### src/rtl/load_store_unit_pkg.sv
// rtl/load_store_unit_pkg.sv - memory access encodings, LSU state type and shared access helpers
package load_store_unit_pkg;

  localparam logic [2:0] MEM_BYTE              = 3'b000;
  localparam logic [2:0] MEM_HALFWORD          = 3'b001;
  localparam logic [2:0] MEM_WORD              = 3'b010;
  localparam logic [2:0] MEM_BYTE_UNSIGNED     = 3'b100;
  localparam logic [2:0] MEM_HALFWORD_UNSIGNED = 3'b101;

  typedef enum logic {
    LSU_IDLE,
    LSU_SPLIT
  } lsu_state_t;

  // Right-aligned raw data extended according to the access size and signedness.
  function automatic logic [31:0] mem_extend(input logic [2:0] control, input logic [31:0] raw);
    case (control)
      MEM_BYTE:              return {{24{raw[7]}}, raw[7:0]};
      MEM_HALFWORD:          return {{16{raw[15]}}, raw[15:0]};
      MEM_BYTE_UNSIGNED:     return {24'h000000, raw[7:0]};
      MEM_HALFWORD_UNSIGNED: return {16'h0000, raw[15:0]};
      default:               return raw;
    endcase
  endfunction

  function automatic logic is_misaligned(input logic [2:0] control, input logic [1:0] addr_lo);
    case (control)
      MEM_HALFWORD, MEM_HALFWORD_UNSIGNED: return addr_lo[0];
      MEM_WORD:                            return addr_lo != 2'b00;
      default:                             return 1'b0;
    endcase
  endfunction

  // Index of the final byte of a split access (k-1).
  function automatic logic [1:0] split_last(input logic [2:0] control);
    return (control == MEM_WORD) ? 2'd3 : 2'd1;
  endfunction

endpackage

### src/rtl/load_store_unit_if.sv
// rtl/load_store_unit_if.sv - pipeline request and memory data-port bundle around the LSU
interface load_store_unit_if;

  logic        Req_Valid;
  logic        Req_W_En;
  logic [2:0]  Req_Control;
  logic [31:0] Req_Addr;
  logic [31:0] Req_W_Data;
  logic        Stall_LSU;
  logic        MEM_W_En;
  logic [2:0]  MEM_Control;
  logic [31:0] RW_Addr;
  logic [31:0] W_Data;
  logic [31:0] R_Data;
  logic        Load_Valid;
  logic [31:0] Load_Data;

  // Pipeline plus memory side of the LSU.
  modport master (
    output Req_Valid, Req_W_En, Req_Control, Req_Addr, Req_W_Data, R_Data,
    input  Stall_LSU, MEM_W_En, MEM_Control, RW_Addr, W_Data, Load_Valid, Load_Data
  );

  modport slave (
    input  Req_Valid, Req_W_En, Req_Control, Req_Addr, Req_W_Data, R_Data,
    output Stall_LSU, MEM_W_En, MEM_Control, RW_Addr, W_Data, Load_Valid, Load_Data
  );

endinterface

### src/rtl/load_store_unit.sv
// rtl/load_store_unit.sv - passes aligned accesses through, splits misaligned ones into byte accesses
module load_store_unit
  import load_store_unit_pkg::*;
#(
  parameter int CNT_W = 16
) (
  input  logic             CLK,
  input  logic             RST,
  load_store_unit_if.slave bus,
  output logic [CNT_W-1:0] Misalign_Count
);

  lsu_state_t  state, state_next;
  logic [1:0]  idx, idx_next;
  logic [1:0]  last_q;
  logic [31:0] addr_q;
  logic [31:0] wdata_q;
  logic [2:0]  ctrl_q;
  logic        store_q;
  logic [23:0] byte_buf;
  logic        load_finish;
  logic        aligned_load_q;

  logic        start_split;
  logic        final_issue;
  logic        mem_w_en;
  logic        stall;
  logic [7:0]  split_byte;
  logic [31:0] split_raw;

  assign start_split = (state == LSU_IDLE) && bus.Req_Valid
                       && is_misaligned(bus.Req_Control, bus.Req_Addr[1:0]);
  assign final_issue = (state == LSU_SPLIT) && (idx == last_q);

  always_comb begin
    split_byte = wdata_q[7:0];
    case (idx)
      2'd1:    split_byte = wdata_q[15:8];
      2'd2:    split_byte = wdata_q[23:16];
      2'd3:    split_byte = wdata_q[31:24];
      default: split_byte = wdata_q[7:0];
    endcase
  end

  always_comb begin
    state_next      = state;
    idx_next        = idx;
    mem_w_en        = 1'b0;
    stall           = 1'b0;
    bus.MEM_Control = bus.Req_Control;
    bus.RW_Addr     = bus.Req_Addr;
    bus.W_Data      = bus.Req_W_Data;
    case (state)
      LSU_IDLE: begin
        if (start_split) begin
          mem_w_en        = bus.Req_W_En;
          stall           = 1'b1;
          bus.MEM_Control = MEM_BYTE_UNSIGNED;
          bus.W_Data      = {24'h000000, bus.Req_W_Data[7:0]};
          state_next      = LSU_SPLIT;
          idx_next        = 2'd1;
        end else begin
          mem_w_en = bus.Req_Valid & bus.Req_W_En;
        end
      end
      LSU_SPLIT: begin
        mem_w_en        = store_q;
        stall           = (idx != last_q);
        bus.MEM_Control = MEM_BYTE_UNSIGNED;
        bus.RW_Addr     = addr_q + {30'd0, idx};
        bus.W_Data      = {24'h000000, split_byte};
        idx_next        = idx + 2'd1;
        if (idx == last_q) begin
          state_next = LSU_IDLE;
          idx_next   = 2'd0;
        end
      end
      default: begin
        state_next = LSU_IDLE;
        idx_next   = 2'd0;
      end
    endcase
  end

  // Reset also silences the memory port so an abandoned split writes nothing further.
  assign bus.MEM_W_En   = RST & mem_w_en;
  assign bus.Stall_LSU  = RST & stall;
  assign bus.Load_Valid = RST & (load_finish | aligned_load_q);

  // The last byte of a split load arrives directly from memory; earlier ones come from the buffer.
  assign split_raw = (ctrl_q == MEM_WORD) ? {bus.R_Data[7:0], byte_buf}
                                          : {16'h0000, bus.R_Data[7:0], byte_buf[7:0]};

  always_comb begin
    bus.Load_Data = 32'h0;
    if (RST) begin
      if (load_finish)         bus.Load_Data = mem_extend(ctrl_q, split_raw);
      else if (aligned_load_q) bus.Load_Data = bus.R_Data;
    end
  end

  always_ff @(posedge CLK) begin
    if (!RST) begin
      state          <= LSU_IDLE;
      idx            <= 2'd0;
      last_q         <= 2'd0;
      addr_q         <= 32'h0;
      wdata_q        <= 32'h0;
      ctrl_q         <= 3'b000;
      store_q        <= 1'b0;
      byte_buf       <= 24'h0;
      load_finish    <= 1'b0;
      aligned_load_q <= 1'b0;
      Misalign_Count <= '0;
    end else begin
      state          <= state_next;
      idx            <= idx_next;
      load_finish    <= final_issue && !store_q;
      aligned_load_q <= (state == LSU_IDLE) && bus.Req_Valid && !bus.Req_W_En && !start_split;
      if (start_split) begin
        addr_q  <= bus.Req_Addr;
        wdata_q <= bus.Req_W_Data;
        ctrl_q  <= bus.Req_Control;
        store_q <= bus.Req_W_En;
        last_q  <= split_last(bus.Req_Control);
        if (Misalign_Count != '1)
          Misalign_Count <= Misalign_Count + {{(CNT_W-1){1'b0}}, 1'b1};
      end
      // While issuing byte idx, memory returns byte idx-1.
      if (state == LSU_SPLIT && !store_q) begin
        case (idx)
          2'd1:    byte_buf[7:0]   <= bus.R_Data[7:0];
          2'd2:    byte_buf[15:8]  <= bus.R_Data[7:0];
          2'd3:    byte_buf[23:16] <= bus.R_Data[7:0];
          default: ;
        endcase
      end
    end
  end

endmodule

### src/flat_wrapper.sv
// flat-port wrapper written by rule: the top's interface ports become plain ports
module load_store_unit_flat import load_store_unit_pkg::*;
#(
  parameter int CNT_W = 16
)
  (CLK, RST, Misalign_Count, bus_Req_Valid, bus_Req_W_En, bus_Req_Control, bus_Req_Addr, bus_Req_W_Data, bus_R_Data, bus_Stall_LSU, bus_MEM_W_En, bus_MEM_Control, bus_RW_Addr, bus_W_Data, bus_Load_Valid, bus_Load_Data);
  load_store_unit_if bus_i ();
  input  logic CLK;
  input  logic RST;
  output logic [CNT_W-1:0] Misalign_Count;
  input wire logic [$bits(bus_i.Req_Valid)-1:0] bus_Req_Valid;
  input wire logic [$bits(bus_i.Req_W_En)-1:0] bus_Req_W_En;
  input wire logic [$bits(bus_i.Req_Control)-1:0] bus_Req_Control;
  input wire logic [$bits(bus_i.Req_Addr)-1:0] bus_Req_Addr;
  input wire logic [$bits(bus_i.Req_W_Data)-1:0] bus_Req_W_Data;
  input wire logic [$bits(bus_i.R_Data)-1:0] bus_R_Data;
  output wire logic [$bits(bus_i.Stall_LSU)-1:0] bus_Stall_LSU;
  output wire logic [$bits(bus_i.MEM_W_En)-1:0] bus_MEM_W_En;
  output wire logic [$bits(bus_i.MEM_Control)-1:0] bus_MEM_Control;
  output wire logic [$bits(bus_i.RW_Addr)-1:0] bus_RW_Addr;
  output wire logic [$bits(bus_i.W_Data)-1:0] bus_W_Data;
  output wire logic [$bits(bus_i.Load_Valid)-1:0] bus_Load_Valid;
  output wire logic [$bits(bus_i.Load_Data)-1:0] bus_Load_Data;
  assign bus_i.Req_Valid = bus_Req_Valid;
  assign bus_i.Req_W_En = bus_Req_W_En;
  assign bus_i.Req_Control = bus_Req_Control;
  assign bus_i.Req_Addr = bus_Req_Addr;
  assign bus_i.Req_W_Data = bus_Req_W_Data;
  assign bus_i.R_Data = bus_R_Data;
  assign bus_Stall_LSU = bus_i.Stall_LSU;
  assign bus_MEM_W_En = bus_i.MEM_W_En;
  assign bus_MEM_Control = bus_i.MEM_Control;
  assign bus_RW_Addr = bus_i.RW_Addr;
  assign bus_W_Data = bus_i.W_Data;
  assign bus_Load_Valid = bus_i.Load_Valid;
  assign bus_Load_Data = bus_i.Load_Data;
  load_store_unit #(.CNT_W(CNT_W)) u_core (.CLK(CLK), .RST(RST), .bus(bus_i), .Misalign_Count(Misalign_Count));
endmodule
### config.mk
export PLATFORM = sky130hd
export DESIGN_NAME = load_store_unit_flat
export DESIGN_NICKNAME = d
export VERILOG_FILES = /design/src/rtl/load_store_unit_pkg.sv /design/src/rtl/load_store_unit_if.sv /design/src/rtl/load_store_unit.sv /design/src/flat_wrapper.sv
export SDC_FILE = /design/constraint.sdc
export NUM_CORES = 1
export LEC_CHECK = 0
export BUFFER_PORTS_ARGS = -buffer_cell sky130_fd_sc_hd__buf_2
export CAP_MARGIN = 10
export CORE_AREA = 2 2 157 113
export DETAILED_ROUTE_END_ITERATION = 10
export DIE_AREA = 0 0 159 115
export GPL_TIMING_DRIVEN = 0
export PLACE_DENSITY = 0.66
export SLEW_MARGIN = 20
export SYNTH_ARGS = -nofsm -noshare
export SYNTH_HDL_FRONTEND = slang
export SYNTH_SLANG_ARGS = --single-unit
### constraint.sdc
create_clock -name CLK -period 2.15 [get_ports CLK]
set_input_delay 0.1075 -clock CLK [delete_from_list [all_inputs] [get_ports CLK]]
set_output_delay 0.1075 -clock CLK [all_outputs]
set_load 0.02 [all_outputs]
# Word level (Yosys, flattened, before mapping)
# Index checks and enable logic that the tools add are counted.
# word_totals
reg_bits	115
latchBits	0
ram_bits	0
mem_bits_ro	0
input_bits	103
output_inout_bits	118
wordCells	75
mem_count	0
# classes
add_sub_neg	3
multipliers	0
div_mod_pow	0
n_lt_le_gt_ge	0
eq_ne	14
shifts	0
n_mux	22
bitwise_logic	6
reduce_logical	17
# op_table
operator	count
$mux W32	6
$pmux W32 S4	1
$pmux W32 S2	1
$add A32 B2 Y32	1
$pmux W8 S3	1
$add A16 B1 Y16 const B	1
$ne A16 B16 Y1 const B	1
$eq A3 B3 Y1 const B	3
$pmux W1 S2	4
$reduce_and A2 Y1	4
$logic_and A1 B1 Y1	7
$eq A3 B1 Y1 const B	2
$eq A3 B2 Y1 const B	2
$mux W2	3
$pmux W3 S2	1
$and A1 B1 Y1	4
$eq A2 B2 Y1 const B	2
$pmux W2 S2	1
$logic_not A1 Y1	3
$logic_not A3 Y1	1
$mux W1	3
$mux W3	1
$add A2 B1 Y2 const B	1
$eq A2 B1 Y1 const B	1
7 further kinds	7

# Longest topological paths before layout
# Gate-level depths: netlist of the first run.
# logic_depth
depth_word	7
mapped_depth	8
ltp_nobuf	8

# Worst setup path before layout of the first run
# Ideal clock, no wire load.
# synth_path
path_kind	reg2out
startpoint	register u_core.idx[0]
endpoint	output bus_RW_Addr[26]
arrival_time_ns	2.198
required_time_ns	2.043
setup_slack_ns	-0.156
path_stages_with_launch	9
path_cell_list	dfxtp_1 > ha_1 > inv_1 > fa_1 > nor2b_1 > nand4_1 > nor3_1 > xnor2_1 > a21oi_1
# synth_between
elab_chain_len	2
# synth_lines
element	line_no	text
from (decl)	load_store_unit.sv:14	logic [1:0] idx, idx_next;
from (signal assigned)	load_store_unit.sv:117	idx <= idx_next;
$add A32 B2 Y32	load_store_unit.sv:70	bus.RW_Addr = addr_q + {30'd0, idx};
$mux W32	load_store_unit.sv:53	case (state)
to (decl)	flat_wrapper.sv:20	output wire logic [$bits(bus_i.RW_Addr)-1:0] bus_RW_Addr;
# No other way between the ends.

# Final worst setup path of the first run
# layout_path
startpoint	register u_core.idx[0]
endpoint	output bus_RW_Addr[24]
# Same word-level chain as after synthesis.

==> impl_metrics.json, run 1 <==
{
  "cts_buffer_depth": 2,
  "grt.overflow.total": 0,
  "min_period_over_period_pct": 120.0,
  "via_per_inst": 5.169,
  "clock_sinks": 115,
  "path_buf_inv": 4,
  "start_util_pct": 38.36,
  "setup_tns_ns": -7.092,
  "std_cell_rows": 40,
  "yosys_warnings": 0,
  "synth_cells": 917,
  "cp.depth": 11,
  "max_slew.worst_pin.slew_ns": 0.5982,
  "cts-root-buf": "clkbuf_16",
  "antenna_cells": 0,
  "ant_nets": 0,
  "crit_path_cell_trace": "ha_4 > inv_2 > fa_2 > nor2b_2 > nand4_1 > buf_6 > buf_12 > nor3_4 > xnor2_2 > a21oi_2 > buf_6",
  "io_pins": 221,
  "power_leakage_nw": 3.982,
  "first_pass_iters": 5,
  "io_buffer_count": 220,
  "reg2reg_depth": 7,
  "setup_viol": 31,
  "dp_hpwl_mm": 16.22,
  "yosysTopAreaCellShare_pct": 35.69,
  "worstSetupStartpointType": "register",
  "syn_area_um2": 6450,
  "synth-seq-cells": 115,
  "violations": "setup timing",
  "clock_latency_ns": 0.42,
  "cts_max_level": 4,
  "crit_top_cell": "buf_6",
  "power.total_mw": 6.072,
  "max_freq_mhz": 387.5,
  "min_period_ns": 2.581,
  "area_growth_pct": 56.26,
  "cts_buffers": 17,
  "gp_congestion": 0.8608,
  "ys.flop_type": "dfxtp_1",
  "core_area_um2": 16820,
  "cts_tree": "done",
  "peakVddDrop_uv": 351.4,
  "synthTopCellsByArea": "dfxtp_1 36%, nand2_1 13%, a21oi_1 12%",
  "wl_per_cell_um": 15.88,
  "grt_max_degree": 17,
  "arrival_ns": 2.47,
  "yosysUniqueCellTypes": 42,
  "syn-num-nets": 1028,
  "dieArea_um2": 18290,
  "crit_path_max_fanout": 4,
  "drv_slew": 0,
  "vias": 7686,
  "hold_slack_ns": 0.01904,
  "hold_path_class": "in -> reg",
  "setup_ws_ns": -0.4307,
  "syn_area_per_cell_um2": 7.034,
  "synth_edf_count": 0,
  "fin_skew_ns": 0.01128,
  "rsz0062_at_grt": "yes",
  "crit_type": "reg -> out",
  "cap_violations": 0,
  "cp_top_family": "adder cells",
  "dieWidth_um": 159,
  "dpl-instance-area_um2": 7876,
  "die_y_um": 115,
  "crit_slowest_cell": "dfxtp_4",
  "slew_headroom_pct": 59.88,
  "drive_gt1_share_pct": 31.37,
  "outcome": "complete, but fails checks",
  "worst_setup_path_end_kind": "primary output",
  "holdPathStages": 3,
  "nNetsFinal": 1354,
  "hold_violations": 0,
  "cp.required_ns": 2.04,
  "drc": 0,
  "crit_path_max_incr_delay_ns": 0.36,
  "power_density_nw_per_um2": 602.4,
  "grtUsageTotal_pct": 25.00,
  "initialDrtViolationCount": 516,
  "yosysSeqAreaShare_pct": 35.69,
  "routed_wl_mm": 23.61,
  "clkTransAtPathRegs_ns": 0.05,
  "fin_util_pct": 59.93,
  "grt_antenna_before_repair": 0,
  "yosys.area.top_type": "dfxtp_1",
  "fin_area_um2": 10080,
  "synthArstFlopShare_pct": 0,
  "grt_pass1_wl_mm": 36.65,
  "first_global_vias": 7055
}
per-layer routing:
layer	global-route usage, %	routed length [um]	up-vias
li1	-	-	3795
met1	34.81	11090	3568
met2	40.29	10530	298
met3	5.159	1739	25
met4	5.515	252	0
met5	0	0	-
worst paths after layout:
kind / slack (ns) / endpoint / from
setup reg to reg: 0.12 / u_core.Misalign_Count[12] / u_core.Misalign_Count[0]
hold reg to reg: 0.45 / u_core.byte_buf[17] / u_core.byte_buf[17]
hold / removal: 0.02 / u_core.byte_buf[23] / bus_R_Data[7]
setup / recovery: -0.43 / bus_RW_Addr[24] / u_core.idx[0]
what timing repair did:
action                                  CTS  global route
endpoints found under the hold margin    69             0
setup buffers                            15            11
gates resized for setup                 142            89
pin swaps                                51            38
cloned                                    1             0
endpoints found under the setup margin   94            95
hold buffers                             68             0
cell families (layout without fill, tap and decap cells):
kind of cell    Yosys count  after routing  synth area share, %
compound gates          217            217                18.60
xor+xnor                 36             36                4.889
fa+ha+maj                 8              8                1.668
buf+inv                  78            417                4.578
flops                   115            115                35.69
mux                      19             19                3.162
simple gates            444            444                31.41
state kept, by name, indices dropped and copies added, names as in the netlist:
signal,cells
u_core.Misalign_Count,16
u_core.last_q,2
u_core.idx,2
u_core.store_q,1
u_core.wdata_q,32
u_core.load_finish,1
u_core.state,1
u_core.byte_buf,24
u_core.addr_q,32
u_core.ctrl_q,3
u_core.aligned_load_q,1
metrics by stage:
stage,setup WS [ns],instances
6_report,-0.4307,1487
4_1_cts,-0.3842,1478
3_3_place_gp,-0.5158,1368
5_1_grt,-0.5466,1487
3_5_place_dp,-0.4956,1368
2_1_floorplan,-0.01712,917
layout make-up:
type                    instances  area [um2]
inverters                      12       47.55
clock inverters                12       132.6
plain buffers                  58       306.5
clock buffers                  20       446.7
multi-input cells             724        4350
fillers                      1555        6738
well taps                     231       289.0
flip-flops and latches        115        2318
repair buffers                315        2187
cells in the mapped netlist, types with 6 or more instances:
| library cell | number |
|---|---|
| inv_1 | 12 |
| and4_1 | 12 |
| nand2b_1 | 21 |
| nor2_1 | 58 |
| nor3_1 | 12 |
| nand2_1 | 225 |
| a222oi_1 | 8 |
| o21ai_0 | 25 |
| a21oi_1 | 160 |
| xnor2_1 | 27 |
| xor2_1 | 9 |
| mux2i_1 | 8 |
| nand3_1 | 56 |
| mux2_2 | 11 |
| dfxtp_1 | 115 |
| clkbuf_1 | 58 |
| nand4_1 | 9 |
| ha_1 | 7 |
| and2_1 | 27 |
| buf_1 | 6 |
| a22oi_1 | 7 |
placed cells by master, fill, tap and decap left out, types with 11 or more instances in the layout:
cell type	netlist	layout
nor2_1	58	52
and2_1	27	26
buf_6	0	31
a21oi_2	0	15
xnor2_1	27	19
clkbuf_2	0	11
dlygate4sd3_1	0	68
dfxtp_1	115	106
o21ai_0	25	16
buf_4	0	31
nand3_1	56	53
clkbuf_16	0	18
nand2b_1	21	21
a21oi_1	160	144
clkbuf_1	58	33
buf_2	2	194
nand2_1	225	223
tightest hold or removal path: stages:
cell and delay [ns]:
buf_2 0.15, nand3_1 0.07, a21oi_1 0.05
power by group:
| part | internal [mW] | switching [mW] |
|---|---|---|
| clock network | 1.74 | 1.05 |
| logic | 0.458 | 0.594 |
| registers | 2.18 | 0.0508 |
Note: power is estimated with default switching activity, not from simulation.
==> run 2: changes to the inputs <==
- SETUP_SLACK_MARGIN: not set -> 0.4
==> run 2 against run 1 <==
  * The flow still finishes with violations (setup timing)
  * Non-clock buffer count up 21
  * Worst setup slack improved by 0.14 ns
  * Utilization grew 3.9 points
  * Clock power is 6% lower
  * Die area did not move
  * Global-route usage is 0.25 points higher
  * Clock skew down 0.0027 ns
==> impl_metrics.json, run 2 (synthesis gave the netlist of run 1 again) <==
{
  "top_usage_layer": "met2",
  "rsz0062_at_grt": "yes",
  "cts_buffers": 17,
  "internal_power_mw": 4.317,
  "via_per_inst": 5.190,
  "die_y_um": 115,
  "worstSetupStartpointType": "register",
  "max_freq_mhz": 410.0,
  "clock_sinks": 115,
  "final_cell_mix": "196 x nand2_1, 168 x buf_2, 118 x a21oi_1",
  "swShare_pct": 28.08,
  "pwr-share-clk_pct": 43.7,
  "vias": 7816,
  "cts_max_level": 4,
  "grt_antenna_before_repair": 0,
  "p_sw_mw": 1.686,
  "area_growth_pct": 66.52,
  "dieWidth_um": 159,
  "violations": "setup timing",
  "routed_wl_mm": 24.26,
  "first_pass_iters": 7,
  "dieArea_um2": 18290,
  "fin_skew_ns": 0.008602,
  "gp_congestion": 0.8338,
  "clock_latency_ns": 0.41,
  "gr-usage-met1_pct": 35.21,
  "seqPwrFrac_pct": 37.1,
  "fin_util_pct": 63.87,
  "grt_max_degree": 17,
  "wl_per_cell_um": 16.11,
  "outcome": "complete, but fails checks",
  "comb_power_share_pct": 19.2,
  "grt.overflow.total": 0,
  "crit_path_max_fanout": 9,
  "power_density_nw_per_um2": 558.9,
  "cap_violations": 0,
  "start_util_pct": 38.36,
  "cts_tree": "done",
  "drc": 0,
  "drive_gt1_share_pct": 39.45,
  "setup_viol": 34,
  "grt_pass1_wl_mm": 37.23,
  "clkTransAtPathRegs_ns": 0.05,
  "worst_setup_path_end_kind": "primary output",
  "hold_violations": 0,
  "initialDrtViolationCount": 523,
  "core_area_um2": 16820,
  "first_global_vias": 7228,
  "max_slew.worst_pin.slew_ns": 0.6128,
  "arrival_ns": 2.33,
  "min_period_ns": 2.439,
  "drv_slew": 0,
  "power_leakage_nw": 4.235,
  "cts-root-buf": "clkbuf_16",
  "io_pins": 221,
  "ant_nets": 0,
  "min_period_over_period_pct": 113.4,
  "io_buffer_count": 220,
  "mostFrequentLayoutCell": "nand2_1",
  "antenna_cells": 0,
  "met3_usage_pct": 4.798,
  "crit_type": "reg -> out",
  "nNetsFinal": 1375,
  "slew_headroom_pct": 59.15,
  "setup_ws_ns": -0.2889,
  "cp.required_ns": 2.04,
  "hold_path_class": "in -> reg",
  "dp_hpwl_mm": 16.13,
  "cts_buffer_depth": 2,
  "std_cell_rows": 40,
  "power.total_mw": 6.003,
  "reg_top3": "u_core.addr_q: 32 flops, u_core.wdata_q: 32 flops, u_core.byte_buf: 24 flops",
  "peakVddDrop_uv": 422.1,
  "met2_usage_pct": 41.04,
  "grtUsageTotal_pct": 25.25
}
==> run 2: metal layers <==
| layer | vias up | wire length, um |
|---|---|---|
| met4 | 0 | 212 |
| met5 | - | 0 |
| li1 | 3839 | - |
| met2 | 312 | 11040 |
| met1 | 3645 | 11130 |
| met3 | 20 | 1870 |
==> run 2: power by group through the flow <==
stage	clock, mW	sequential [mW]	combinational [mW]
global route	2.76	2.23	1.23
finish	2.62	2.23	1.15
detailed placement	0	2.27	0.844
floorplan	0	2.26	0.499
global placement	0	2.27	0.841
CTS	2.65	2.23	1.07
==> run 2: cell type report <==
cell class / instances / area (um2)
clock buffers: 20 / 456.7
repair buffers: 328 / 2367
multi-input cells: 724 / 4622
plain buffers: 66 / 530.5
well taps: 231 / 289.0
inverters: 12 / 47.55
flip-flops and latches: 115 / 2341
fillers: 1494 / 6076
clock inverters: 10 / 86.33
==> run 2: what timing repair did <==
item	4_1_cts	5_1_grt
resized for setup	242	121
hold endpoints to repair	67	0
setup buffers	28	10
gates cloned	4	0
pin swaps	85	54
setup endpoints to repair	162	115
hold buffers	66	0
==> run 2: critical path: stages, from the launching register on <==
cell and delay [ns]:
dfxtp_4 0.39, ha_4 0.15, inv_2 0.03, fa_2 0.35, nor2b_2 0.13, nand4_1 0.11, buf_6 0.17, nor3_2 0.19
xnor2_1 0.16, a21oi_2 0.07, buf_4 0.16
==> run 2: through the flow <==
step / hold slack (ns) / setup WS, ns / setup TNS, ns / cell area, um2 / cells
floorplan: 0.1860 / 0.08600 / 0 / 6636 / 917
CTS: 0.005581 / -0.2985 / -5.303 / 10260 / 1496
global route: 0.03262 / -0.3849 / -8.113 / 10740 / 1506
global placement: 0.3287 / -0.2787 / -2.536 / 8026 / 1368
finish: 0.01183 / -0.2889 / -4.975 / 10740 / 1506
detailed placement: 0.3295 / -0.2944 / -3.408 / 8026 / 1368
==> run 2: worst paths after layout <==
path | slack, ns | from | cells after the start | endpoint
setup / recovery | -0.29 | u_core.idx[0] | 10 | bus_RW_Addr[24]
hold / removal | 0.01 | bus_Req_Control[2] | 3 | u_core.ctrl_q[2]
setup reg to reg | 0.16 | u_core.Misalign_Count[1] | 7 | u_core.Misalign_Count[8]
hold reg to reg | 0.45 | u_core.wdata_q[31] | 2 | u_core.wdata_q[31]
